## src/rtl/cp0_multi_irq_if.sv

```systemverilog
// Pipeline-side bus of coprocessor 0: mtc0/mfc0 access, exception commit and fetch redirect.
// The pipeline drives it through the master modport; cp0 sits on the slave modport.
interface cp0_multi_irq_if;
    logic        write_enable;
    logic [4:0]  number;
    logic [31:0] write_data;
    logic [31:0] read_data;
    logic        has_exception_in_pipeline;
    logic        is_exception;
    logic        is_bd;
    logic [4:0]  exception_cause;
    logic [31:0] exception_pc;
    logic [31:0] exception_badvaddr;
    logic        jump;
    logic [31:0] jump_address;

    modport master (
        output write_enable, number, write_data, has_exception_in_pipeline, is_exception,
               is_bd, exception_cause, exception_pc, exception_badvaddr,
        input  read_data, jump, jump_address
    );

    modport slave (
        input  write_enable, number, write_data, has_exception_in_pipeline, is_exception,
               is_bd, exception_cause, exception_pc, exception_badvaddr,
        output read_data, jump, jump_address
    );
endinterface

```

## src/rtl/cp0_multi_irq.sv

```systemverilog
// Coprocessor 0 with configurable external interrupt lines, compare timers and
// optional vectored interrupt dispatch.
module cp0_multi_irq #(
    parameter int unsigned N_EXT         = 5,
    parameter int unsigned N_TIMER       = 1,
    parameter logic [31:0] HANDLER_BASE  = 32'hBFC00380,
    parameter int unsigned VECTORED      = 0,
    parameter int unsigned VECTOR_STRIDE = 32,
    parameter logic [4:0]  ERET_CODE     = 5'h1F,
    parameter logic [31:0] PRID          = 32'hDEADBEEF
) (
    input  logic             clk,
    input  logic             reset,
    cp0_multi_irq_if.slave   bus,
    input  logic [N_EXT-1:0] external_interrupt,
    output logic             interrupt_now
);

    logic [31:0] countQ, countD;
    logic [31:0] compare0Q, compare0D;
    logic [31:0] compare1Q, compare1D;
    logic [1:0]  pendingQ, pendingD;
    logic [7:2]  ipHwQ, ipHwD;
    logic [1:0]  ipSwQ, ipSwD;
    logic [7:0]  imQ, imD;
    logic        exlQ, exlD;
    logic        ieQ, ieD;
    logic        bdQ, bdD;
    logic [4:0]  excCodeQ, excCodeD;
    logic [31:0] epcQ, epcD;
    logic [31:0] badVAddrQ, badVAddrD;

    logic [5:0]  extPad;
    logic [7:0]  ip;
    logic [7:0]  ipMasked;
    logic        wrOk;
    logic        isEret;
    logic        match0;
    logic        match1;
    logic        vecHit;
    logic [2:0]  vecIdx;
    logic [31:0] vecAddr;

    assign extPad   = 6'(external_interrupt);
    assign ip       = {ipHwQ, ipSwQ};
    assign ipMasked = ip & imQ;
    assign wrOk     = bus.write_enable & ~bus.is_exception;
    assign isEret   = (bus.exception_cause == ERET_CODE);
    assign match0   = (countQ == compare0Q) && (compare0Q != 32'd0);
    assign match1   = (N_TIMER == 2) && (countQ == compare1Q) && (compare1Q != 32'd0);

    assign interrupt_now = ieQ & ~exlQ & ~bus.has_exception_in_pipeline & (|ipMasked);

    // Highest pending-and-enabled line wins; IP7 has top priority.
    always_comb begin
        vecHit = 1'b0;
        vecIdx = 3'd0;
        for (int i = 0; i < 8; i++) begin
            if (ipMasked[i]) begin
                vecHit = 1'b1;
                vecIdx = 3'(i);
            end
        end
        vecAddr = HANDLER_BASE + 32'(VECTOR_STRIDE) * (32'd7 - 32'(vecIdx));
    end

    always_comb begin
        bus.jump         = bus.is_exception;
        bus.jump_address = 32'd0;
        if (bus.is_exception) begin
            if (isEret) begin
                bus.jump_address = epcQ;
            end else if ((VECTORED == 1) && (bus.exception_cause == 5'd0) && vecHit) begin
                bus.jump_address = vecAddr;
            end else begin
                bus.jump_address = HANDLER_BASE;
            end
        end
    end

    always_comb begin
        case (bus.number)
            5'd8:    bus.read_data = badVAddrQ;
            5'd9:    bus.read_data = countQ;
            5'd10:   bus.read_data = (N_TIMER == 2) ? compare1Q : 32'd0;
            5'd11:   bus.read_data = compare0Q;
            5'd12:   bus.read_data = {16'd0, imQ, 6'd0, exlQ, ieQ};
            5'd13:   bus.read_data = {bdQ, 15'd0, ip, 1'b0, excCodeQ, 2'b00};
            5'd14:   bus.read_data = epcQ;
            5'd15:   bus.read_data = PRID;
            default: bus.read_data = 32'd0;
        endcase
    end

    always_comb begin
        countD    = countQ + 32'd1;
        compare0D = compare0Q;
        compare1D = compare1Q;
        ipSwD     = ipSwQ;
        imD       = imQ;
        exlD      = exlQ;
        ieD       = ieQ;
        bdD       = bdQ;
        excCodeD  = excCodeQ;
        epcD      = epcQ;
        badVAddrD = badVAddrQ;

        // Hardware IP bits track their sources every cycle, exceptions included.
        ipHwD = extPad;
        ipHwD[7] = ipHwD[7] | pendingQ[0];
        if (N_TIMER == 2) begin
            ipHwD[6] = ipHwD[6] | pendingQ[1];
        end

        pendingD[0] = pendingQ[0] | match0;
        pendingD[1] = pendingQ[1] | match1;

        if (wrOk) begin
            case (bus.number)
                5'd9:  countD = bus.write_data;
                5'd10: begin
                    if (N_TIMER == 2) begin
                        compare1D   = bus.write_data;
                        pendingD[1] = 1'b0;
                    end
                end
                5'd11: begin
                    compare0D   = bus.write_data;
                    pendingD[0] = 1'b0;
                end
                5'd12: begin
                    imD  = bus.write_data[15:8];
                    exlD = bus.write_data[1];
                    ieD  = bus.write_data[0];
                end
                5'd13: ipSwD = bus.write_data[9:8];
                default: ;
            endcase
        end

        if (bus.is_exception) begin
            if (isEret) begin
                exlD = 1'b0;
            end else if (!exlQ) begin
                badVAddrD = bus.exception_badvaddr;
                bdD       = bus.is_bd;
                excCodeD  = bus.exception_cause;
                exlD      = 1'b1;
                epcD      = bus.is_bd ? (bus.exception_pc - 32'd4) : bus.exception_pc;
            end
        end
    end

    always_ff @(posedge clk) begin
        if (reset) begin
            countQ    <= 32'd0;
            compare0Q <= 32'd0;
            compare1Q <= 32'd0;
            pendingQ  <= 2'b00;
            ipHwQ     <= 6'd0;
            ipSwQ     <= 2'b00;
            imQ       <= 8'hFF;
            exlQ      <= 1'b1;
            ieQ       <= 1'b0;
            bdQ       <= 1'b0;
            excCodeQ  <= 5'd0;
            epcQ      <= 32'd0;
            badVAddrQ <= 32'd0;
        end else begin
            countQ    <= countD;
            compare0Q <= compare0D;
            compare1Q <= compare1D;
            pendingQ  <= pendingD;
            ipHwQ     <= ipHwD;
            ipSwQ     <= ipSwD;
            imQ       <= imD;
            exlQ      <= exlD;
            ieQ       <= ieD;
            bdQ       <= bdD;
            excCodeQ  <= excCodeD;
            epcQ      <= epcD;
            badVAddrQ <= badVAddrD;
        end
    end

endmodule

```

## src/flat_wrapper.sv

```systemverilog
// flat-port wrapper written by rule: the top's interface ports become plain ports
module cp0_multi_irq_flat 
#(
    parameter int unsigned N_EXT         = 5,
    parameter int unsigned N_TIMER       = 1,
    parameter logic [31:0] HANDLER_BASE  = 32'hBFC00380,
    parameter int unsigned VECTORED      = 0,
    parameter int unsigned VECTOR_STRIDE = 32,
    parameter logic [4:0]  ERET_CODE     = 5'h1F,
    parameter logic [31:0] PRID          = 32'hDEADBEEF
)
  (clk, reset, external_interrupt, interrupt_now, bus_write_enable, bus_number, bus_write_data, bus_has_exception_in_pipeline, bus_is_exception, bus_is_bd, bus_exception_cause, bus_exception_pc, bus_exception_badvaddr, bus_read_data, bus_jump, bus_jump_address);
  cp0_multi_irq_if bus_i ();
  input  logic clk;
  input  logic reset;
  input  logic [N_EXT-1:0] external_interrupt;
  output logic interrupt_now;
  input wire logic [$bits(bus_i.write_enable)-1:0] bus_write_enable;
  input wire logic [$bits(bus_i.number)-1:0] bus_number;
  input wire logic [$bits(bus_i.write_data)-1:0] bus_write_data;
  input wire logic [$bits(bus_i.has_exception_in_pipeline)-1:0] bus_has_exception_in_pipeline;
  input wire logic [$bits(bus_i.is_exception)-1:0] bus_is_exception;
  input wire logic [$bits(bus_i.is_bd)-1:0] bus_is_bd;
  input wire logic [$bits(bus_i.exception_cause)-1:0] bus_exception_cause;
  input wire logic [$bits(bus_i.exception_pc)-1:0] bus_exception_pc;
  input wire logic [$bits(bus_i.exception_badvaddr)-1:0] bus_exception_badvaddr;
  output wire logic [$bits(bus_i.read_data)-1:0] bus_read_data;
  output wire logic [$bits(bus_i.jump)-1:0] bus_jump;
  output wire logic [$bits(bus_i.jump_address)-1:0] bus_jump_address;
  assign bus_i.write_enable = bus_write_enable;
  assign bus_i.number = bus_number;
  assign bus_i.write_data = bus_write_data;
  assign bus_i.has_exception_in_pipeline = bus_has_exception_in_pipeline;
  assign bus_i.is_exception = bus_is_exception;
  assign bus_i.is_bd = bus_is_bd;
  assign bus_i.exception_cause = bus_exception_cause;
  assign bus_i.exception_pc = bus_exception_pc;
  assign bus_i.exception_badvaddr = bus_exception_badvaddr;
  assign bus_read_data = bus_i.read_data;
  assign bus_jump = bus_i.jump;
  assign bus_jump_address = bus_i.jump_address;
  cp0_multi_irq #(.N_EXT(N_EXT), .N_TIMER(N_TIMER), .HANDLER_BASE(HANDLER_BASE), .VECTORED(VECTORED), .VECTOR_STRIDE(VECTOR_STRIDE), .ERET_CODE(ERET_CODE), .PRID(PRID)) u_core (.clk(clk), .reset(reset), .bus(bus_i), .external_interrupt(external_interrupt), .interrupt_now(interrupt_now));
endmodule
```

## config.mk

```make
export PLATFORM = sky130hd
export DESIGN_NAME = cp0_multi_irq_flat
export DESIGN_NICKNAME = d
export VERILOG_FILES = /design/src/rtl/cp0_multi_irq_if.sv /design/src/rtl/cp0_multi_irq.sv /design/src/flat_wrapper.sv
export SDC_FILE = /design/constraint.sdc
export NUM_CORES = 1
export LEC_CHECK = 0
export CORE_UTILIZATION = 51
export DETAILED_ROUTE_END_ITERATION = 8
export HOLD_SLACK_MARGIN = 0.15
export PLACE_DENSITY = 0.81
export SETUP_SLACK_MARGIN = 0.15
export SLEW_MARGIN = 20
export SYNTH_ARGS = -nofsm -noshare
export SYNTH_HDL_FRONTEND = slang
export SYNTH_SLANG_ARGS = --single-unit
export TNS_END_PERCENT = 100
```

## constraint.sdc

```tcl
create_clock -name clk -period 3 [get_ports clk]
set_input_delay 0.3 -clock clk [delete_from_list [all_inputs] [get_ports clk]]
set_output_delay 0.3 -clock clk [all_outputs]
set_load 0.03 [all_outputs]
```

Word level (Yosys, flattened, before mapping) --
Index checks and enable logic that the tools add are counted.
Storage, ports and cells: memories kept 0, latch bits 0, bits in writable memories 0, output and inout bits 66, bits in registers 153, logic and storage cells 53, input port bits 117, memory bits (read-only) 0
Operators by class: shift operators 0, $add $sub $neg 2, magnitude comparators 0, eq/ne operators 9, reductions and logical operators 7, bitwise operators 10, multiply operators 0, muxes and demuxes 13, divide/modulo/power cells 0
Operator list (count):
- $pmux W32 S7 | 1
- $mux W32 | 5
- $eq A5 B4 Y1 const B | 7
- $add A32 B1 Y32 const B | 1
- $eq A32 B32 Y1 | 1
- $reduce_bool A32 Y1 | 1
- $sub A32 B3 Y32 const B | 1
- $and A8 B8 Y8 | 1
- $reduce_or A8 Y1 | 1
- $mux W1 | 7
- $reduce_and A2 Y1 | 3
- $eq A5 B5 Y1 const B | 1
- $and A1 B1 Y1 | 4
- $not A1 Y1 | 4
- $reduce_and A3 Y1 | 1
- $logic_and A1 B1 Y1 | 1
- $or A1 B1 Y1 | 1

Longest topological paths before layout --
Gate-level depths: netlist (run 1).
word-level depth 6, depth in mapped cells 8, depth with buffers taken out 7

Worst setup path before layout (run 1) --
OpenSTA, ideal clock, no wires.
path type register to register, start register u_core.countQ[10], end register u_core.countQ[30], arrival time 2327 ps, library setup time 91 ps, required time 2909 ps, slack 582 ps, period minus slack after synthesis 2418 ps, path buffers 3, stages on the path, launching flop included 9, cells stage by stage dfxtp_1 > clkbuf_1 > inv_1 > or4_1 > buf_2 > or4_1 > buf_2 > or3_1 > a311oi_1
On the way: longest elaborated chain between the ends 3
RTL lines:
- start, declared | line cp0_multi_irq.sv:19 | logic [31:0] countQ, countD;
- start signal, assigned | line cp0_multi_irq.sv:170 | countQ <= countD;
- $add A32 B1 Y32 (*) | line cp0_multi_irq.sv:96 | countD = countQ + 32'd1;
- $mux W32 | line cp0_multi_irq.sv:119 | case (bus.number)
- $mux W32 (*) | line cp0_multi_irq.sv:118 | if (wrOk) begin
Every way passes the cells marked *; elsewhere a longest branch is shown, timed or not. A chain may end at the register's enable or synchronous reset.

Final worst setup path (run 1) --
start register u_core.countQ[6], end register u_core.countQ[28]
The elaborated chain is that of the path after synthesis.

==> summary.md, run 1 <==
### Critical path
* **Critical Path Fanout Max** 8
* **stage delay of the slowest cell on the critical path** 660 ps
* **kind of end point of the critical path** flop
* **dominant cell type by count on the critical path** or4_1
* **arrival time worst endpoint** 3020 ps
* **cell chain of the critical path** nand4_1 -> or4_1 -> or4_1 -> or3_1 -> a311oi_1
* **category of the critical setup timing path** flop to flop
* **crit path launch type** flop
* **required time of the critical path** 3350 ps
* **cell at the slowest stage of the critical path** or4_1

### Layout
* **total number of nets in the final design** 1320
* **FILL cells** 1230
* **layout overhead on the synthesized area** 34.1%
* **final design instance area without fill** 10700 sq um
* **number of antenna repair diodes** 0
* **ratio of cells with drive above 1 in the final layout** 10.3%

### Power
* **internal power of the cells** 3.80 mW
* **power per unit of standard cell area** 462 nW/um^2
* **combinational group share of total power** 9.6%
* **Net Sw Power** 1.13 mW
* **static leakage** 3.98 nW
* **part of the total power dissipated in the clock network** 48.2%
* **Net Sw Frac** 22.9%
* **sequential share of power** 42.2%
* **Max IR drop VDD** 0.410 mV

### Floorplanning
* **chip height** 127 um
* **width of the chip** 127 um
* **core outline area** 15200 sq um
* **area of the die** 16100 sq um
* **Std-Cell Rows** 45
* **num ports** 183
* **Starting Density** 52.3%

### Run
* **Max Cap Viol** 0

### Synthesis
* **prevailing post-synth register cell** dfxtp_1
* **syn_nets** 1170
* **library cells used by synthesis** 45
* **Synth warnings** 0
* **number of enable flip-flop cells after synthesis** 0
* **share of the yosys chip area belonging to registers** 38.5%
* **cell area after synthesis** 7960 sq um
* **gate count after technology mapping** 1051
* **Avg Synthesized Cell Area** 7.57 sq um
* **fraction of registers with async set/reset** 0%
* **number of storage elements in the synthesis netlist** 153

### Place
* **area after detailed placement** 10000 sq um
* **global placement routability congestion** 0.964
* **IO Port Bufs** 182
* **DP Worst Slack** 351 ps
* **total half-perimeter wirelength after legalization and detailed placement** 19.8 mm

### GRT
* **initial antenna violation count** 0
* **largest net degree at the start of global routing** 84
* **total global-route track usage** 33.9%
* **via count of the first global-routing pass** 7841
* **first-pass GRT wire length** 42.0 mm
* **leftover overflow at the end of global routing** 0

### Drt
* **Met1 Routed Length** 11.5 mm
* **Antenna Violating Nets Remaining** 0
* **routed length on met2** 11.9 mm
* **top layer in use** met4
* **vias per cell** 5.97
* **1st-pass router iterations** 8
* **routed wire length per instance** 19.2 um
* **violation count after the first detailed-routing iteration** 913
* **aggregate routed wire length** 27.0 mm
* **wire length on met3** 2.60 mm
* **total via count after detailed routing** 8372
* **detailed-route DRC error count** 0

### Clock tree
* **clock network latency to the later pin of the worst-skew pair** 440 ps
* **root buffer cell** clkbuf_16
* **number of setup buffers added after CTS** 0
* **CTS tree** built
* **maximum number of buffers from clock root to sink** 2
* **Clock Pin Slew Worst Setup and Hold Paths** 60 ps
* **H-tree depth reported by CTS** 4
* **number of buffers inserted for hold repair after clock tree synthesis** 0
* **total clock buffers created by CTS** 17
* **clock sink count** 153
* **number of resized instances in the post-cts repair step** 0

### Timing
* **highest clock frequency the design can meet** 375 MHz
* **final period utilization** 89.0%
* **transition time at the pin with the least slew margin** 706 ps
* **tightest slew margin relative to the limit** 52.5%
* **worst setup slack after layout** 331 ps
* **post-layout min period** 2670 ps
* **number of setup violations in the final report** 0
* **max-slew violation count** 0
* **Setup Total Neg Slack** 0 ps
* **unrepaired setup endpoints after global routing** false
* **final hold violation count** 0
* **final worst clock skew** 8.87 ps

### Status
* **outcome** finished clean

### Worst hold path
* **class of the tightest hold or removal check** primary input to flop

## worst max-delay path: cells and delay by family (launching register included)
| family | cells | cell delay (ps) |
|---|---|---|
| DFF | 1 | 480 |
| AOI/OAI and AO/OA | 1 | 250 |
| and+or+nand+nor | 4 | 1840 |
## per-layer routing
| metal | up-vias | GRT usage, % |
|---|---|---|
| met5 | - | 0 |
| met4 | 0 | 15.9 |
| met3 | 63 | 7.42 |
| met2 | 466 | 52.0 |
| met1 | 3861 | 45.4 |
| li1 | 3982 | - |
## metrics by stage
step                      std cells  power, mW  util, %  hold slack, ps
after floorplan                1051       2.30        -             421
after global placement         1370       2.59     65.9             442
after detailed placement       1370       2.59     65.9             446
after CTS                      1402       4.93     70.2             282
after global routing           1402       5.06     70.2             298
final                          1402       4.93     70.2             298
## cells in the mapped netlist, drive strengths merged (3+ instances only)
| master | n | area share, % |
|---|---|---|
| o21ai | 29 | 1.8 |
| a222oi | 6 | 0.75 |
| nand2 | 205 | 9.7 |
| a22o | 6 | 0.66 |
| inv | 6 | 0.28 |
| xnor2 | 35 | 3.9 |
| or4 | 5 | 0.47 |
| or3 | 7 | 0.55 |
| a21oi | 74 | 4.7 |
| a221o | 5 | 0.63 |
| xor2 | 50 | 5.5 |
| mux2i | 4 | 0.50 |
| nor3 | 24 | 1.5 |
| and2 | 24 | 1.9 |
| a311oi | 5 | 0.55 |
| nand3b | 8 | 0.75 |
| a211oi | 54 | 5.1 |
| nor4b | 3 | 0.33 |
| nor2 | 105 | 5.0 |
| buf | 11 | 0.68 |
| nor4 | 30 | 2.4 |
| dfxtp | 153 | 38 |
| clkbuf | 74 | 3.5 |
| a22oi | 35 | 3.3 |
| nand4 | 16 | 1.3 |
| nand3 | 40 | 2.5 |
| and3 | 7 | 0.55 |
| nor2b | 11 | 0.86 |
## placed cells by master, fill, tap and decap left out, drive strengths merged, types with 29 or more instances in the layout
cell,instances
o21ai,29
xnor2,35
xor2,50
clkdlybuf4s50,129
a211oi,54
dfxtp,153
a22oi,35
nor4,30
nand3,40
buf,87
a21oi,74
nand2,205
nor2,105
## power groups by stage
stage               Combinational, mW  Sequential [mW]  Clock, mW
finish                          0.473             2.08       2.37
global route                    0.502             2.08       2.48
CTS                             0.470             2.08       2.38
detailed placement              0.466             2.12          0
global placement                0.463             2.12          0
floorplan                       0.190             2.11          0
## flip-flops by register name (all words and copies together), names as in the netlist, 2 cells and up
| name | cells |
|---|---|
| u_core.badVAddrQ | 32 |
| u_core.compare0Q | 32 |
| u_core.countQ | 32 |
| u_core.epcQ | 32 |
| u_core.excCodeQ | 5 |
| u_core.imQ | 8 |
| u_core.ipHwQ | 6 |
| u_core.ipSwQ | 2 |
## cell type report
class	instances	area (sq um)	area share [%]
Inverter	6	22.5	0.211
Clock buffer	22	494	4.63
Sequential cell	153	3060	28.7
Clock inverter	10	160	1.50
Tap cell	188	235	2.20
Timing Repair Buffer	216	2130	20.0
Multi-Input combinational cell	807	4560	42.8
## worst paths after layout
kind / from / end / slack (ps) / cells past startpoint
worst max-delay path: u_core.countQ[6]$_SDFF_PP0_ / u_core.countQ[28]$_SDFF_PP0_ / 330 / 5
worst min-delay path: reset / u_core.badVAddrQ[20]$_SDFFE_PP0P_ / 300 / 2
worst max register to register: u_core.countQ[6]$_SDFF_PP0_ / u_core.countQ[28]$_SDFF_PP0_ / 330 / 5
worst min register to register: u_core.excCodeQ[1]$_SDFFE_PP0P_ / u_core.excCodeQ[1]$_SDFFE_PP0P_ / 460 / 2
## logic make-up after synthesis
logic type,synth area share (%)
compound gates,18.1
mux,0.503
fa+ha+maj,0.314
simple gates,28.7
flops,38.5
buf+inv,4.47
xor+xnor,9.36
No activity file was read; power rests on OpenSTA's default activity.
==> run 2, diff against run 1 <==
SKIP_CTS_REPAIR_TIMING = 1   (was default)
==> results of run 2 <==
No change in the layout: final DEF, timing and power equal those of run 1.
==> run 3, diff against run 2 <==
CORE_UTILIZATION = 46   (was 51)
PLACE_DENSITY = 0.77   (was 0.81)
clock period = 2.24 ns   (was 3 ns; I/O delays follow)
==> summary.md, run 3 (same netlist as run 1, synthesis figures left out) <==
### Place
* **DP Worst Slack** -186 ps
* **IO Port Bufs** 182
* **global placement routability congestion** 0.995
* **total half-perimeter wirelength after legalization and detailed placement** 20.4 mm
* **area after detailed placement** 10600 sq um

### Worst hold path
* **hold-critical path depth** 2
* **worst hold path startpoint** reset
* **class of the tightest hold or removal check** primary input to flop
* **Worst Hold Path EP** u_core.countQ[1]$_SDFF_PP0_

### Clock tree
* **root buffer cell** clkbuf_16
* **CTS tree** built
* **H-tree depth reported by CTS** 4
* **clock network latency to the later pin of the worst-skew pair** 430 ps
* **clock sink count** 153
* **total clock buffers created by CTS** 17
* **maximum number of buffers from clock root to sink** 2
* **Clock Pin Slew Worst Setup and Hold Paths** 60 ps

### Drt
* **total via count after detailed routing** 8576
* **detailed-route DRC error count** 0
* **wire length on met3** 2.24 mm
* **Antenna Violating Nets Remaining** 0
* **aggregate routed wire length** 27.5 mm
* **vias per cell** 5.75
* **top layer in use** met4
* **1st-pass router iterations** 6
* **routed wire length per instance** 18.5 um
* **violation count after the first detailed-routing iteration** 725
* **Met1 Routed Length** 11.9 mm
* **routed length on met2** 12.6 mm

### Layout
* **final design instance area without fill** 11500 sq um
* **total number of nets in the final design** 1378
* **ratio of cells with drive above 1 in the final layout** 16.0%
* **FF/Latch Area** 3070 sq um
* **FILL cells** 1400
* **highest-count cells in the layout ignoring fill and taps** nand2_1, dfxtp_1, clkdlybuf4s50_1
* **Multi-input gate area** 4630 sq um
* **number of antenna repair diodes** 0
* **most common cell after layout, fill and taps aside** nand2_1
* **layout overhead on the synthesized area** 44.5%
* **utilization of the core after routing** 68.6%

### Run
* **Max Cap Viol** 0

### Critical path
* **required time of the critical path** 2580 ps
* **stage delay of the slowest cell on the critical path** 560 ps
* **category of the critical setup timing path** flop to flop
* **endpoint of the worst-slack reg-to-reg timing path** u_core.countQ[28]$_SDFF_PP0_
* **Crit path buffers/inverters** 0
* **number of cell instances on the worst register-to-register path** 5
* **kind of end point of the critical path** flop
* **dominant cell type by count on the critical path** or4_4
* **worst flop-to-flop path startpoint** u_core.countQ[7]$_SDFF_PP0_
* **cell chain of the critical path** nand4_1 -> or4_4 -> or4_4 -> or3_1 -> a311oi_1
* **top cell family by delay on the critical path** simple AND/OR/NAND/NOR gates
* **Critical Path Fanout Max** 6
* **slack of the worst reg-to-reg path** 8 ps
* **arrival time worst endpoint** 2570 ps
* **cell at the slowest stage of the critical path** or4_4
* **crit path launch type** flop

### Timing
* **final period utilization** 99.6%
* **unrepaired setup endpoints after global routing** true
* **tightest slew margin relative to the limit** 65.1%
* **final worst clock skew** 8.58 ps
* **max-slew violation count** 0
* **highest clock frequency the design can meet** 448 MHz
* **transition time at the pin with the least slew margin** 518 ps
* **worst setup slack after layout** 7.97 ps
* **final hold violation count** 0
* **post-layout min period** 2230 ps
* **WHS** 263 ps
* **number of setup violations in the final report** 0

### GRT
* **largest net degree at the start of global routing** 61
* **leftover overflow at the end of global routing** 0
* **first-pass GRT wire length** 42.6 mm
* **initial antenna violation count** 0
* **via count of the first global-routing pass** 8061
* **total global-route track usage** 30.8%

### Power
* **sequential share of power** 42.2%
* **static leakage** 4.50 nW
* **power per unit of standard cell area** 572 nW/um^2
* **Net Sw Frac** 23.6%
* **part of the total power dissipated in the clock network** 47.0%
* **Net Sw Power** 1.55 mW
* **Max IR drop VDD** 0.590 mV
* **internal power of the cells** 5.02 mW
* **combinational group share of total power** 10.7%

### Floorplanning
* **area of the die** 17800 sq um
* **core outline area** 16800 sq um
* **Starting Density** 47.5%
* **width of the chip** 134 um
* **chip height** 134 um
* **num ports** 183
* **Std-Cell Rows** 47

### Status
* **outcome** finished clean

==> run 3: cell types whose count changed in the layout (fill, tap and decap cells not counted), moves of 3 or more <==
cell,delta
clkdlybuf4s50_1,-18
dfxtp_1,-5
and2_1,-6
dlymetal6s2s_1,+17
and2_4,+6
buf_6,+14
clkbuf_8,-4
buf_4,+29
dfxtp_2,+5
buf_12,+16
clkinv_4,+3
==> run 3: worst max-delay path by stage <==
stage,start,end,depth (start not counted)
CTS,u_core.countQ[9]$_SDFF_PP0_,u_core.countQ[30]$_SDFF_PP0_,5
floorplan,u_core.countQ[7]$_SDFF_PP0_,u_core.countQ[30]$_SDFF_PP0_,8
finish,u_core.countQ[7]$_SDFF_PP0_,u_core.countQ[28]$_SDFF_PP0_,5
detailed placement,bus_exception_pc[12],u_core.epcQ[28]$_SDFFE_PP0P_,7
global route,u_core.countQ[7]$_SDFF_PP0_,u_core.countQ[28]$_SDFF_PP0_,5
global placement,bus_exception_pc[12],u_core.epcQ[20]$_SDFFE_PP0P_,8
==> run 3: power groups by stage <==
stage          registers [mW]  clock network [mW]  logic [mW]
5_1_grt                  2.78                3.23       0.745
6_report                 2.78                3.09       0.703
3_5_place_dp             2.84                   0       0.685
4_1_cts                  2.77                3.11       0.689
2_1_floorplan            2.83                   0       0.255
3_3_place_gp             2.83                   0       0.680
==> run 3: layer usage <==
metal | vias up | track usage (%)
li1 | 4098 | -
met1 | 4026 | 41.5
met2 | 400 | 48.0
met3 | 52 | 6.01
met4 | 0 | 13.3
met5 | - | 0
==> run 3: through the flow <==
step           TNS [ps]  power (mW)  cells
2_1_floorplan      -311        3.08   1051
3_3_place_gp      -1010        3.52   1453
3_5_place_dp      -1860        3.52   1453
4_1_cts           -1180        6.57   1485
5_1_grt            -105        6.75   1492
6_report              0        6.57   1492
==> run 3: layout make-up <==
| class | count | area share [%] |
|---|---|---|
| clock buffers | 18 | 3.82 |
| clock inverters | 14 | 1.70 |
| inverters | 6 | 0.196 |
| multi-input cells | 807 | 40.3 |
| flip-flops and latches | 153 | 26.7 |
| well taps | 220 | 2.39 |
| repair buffers | 274 | 24.9 |
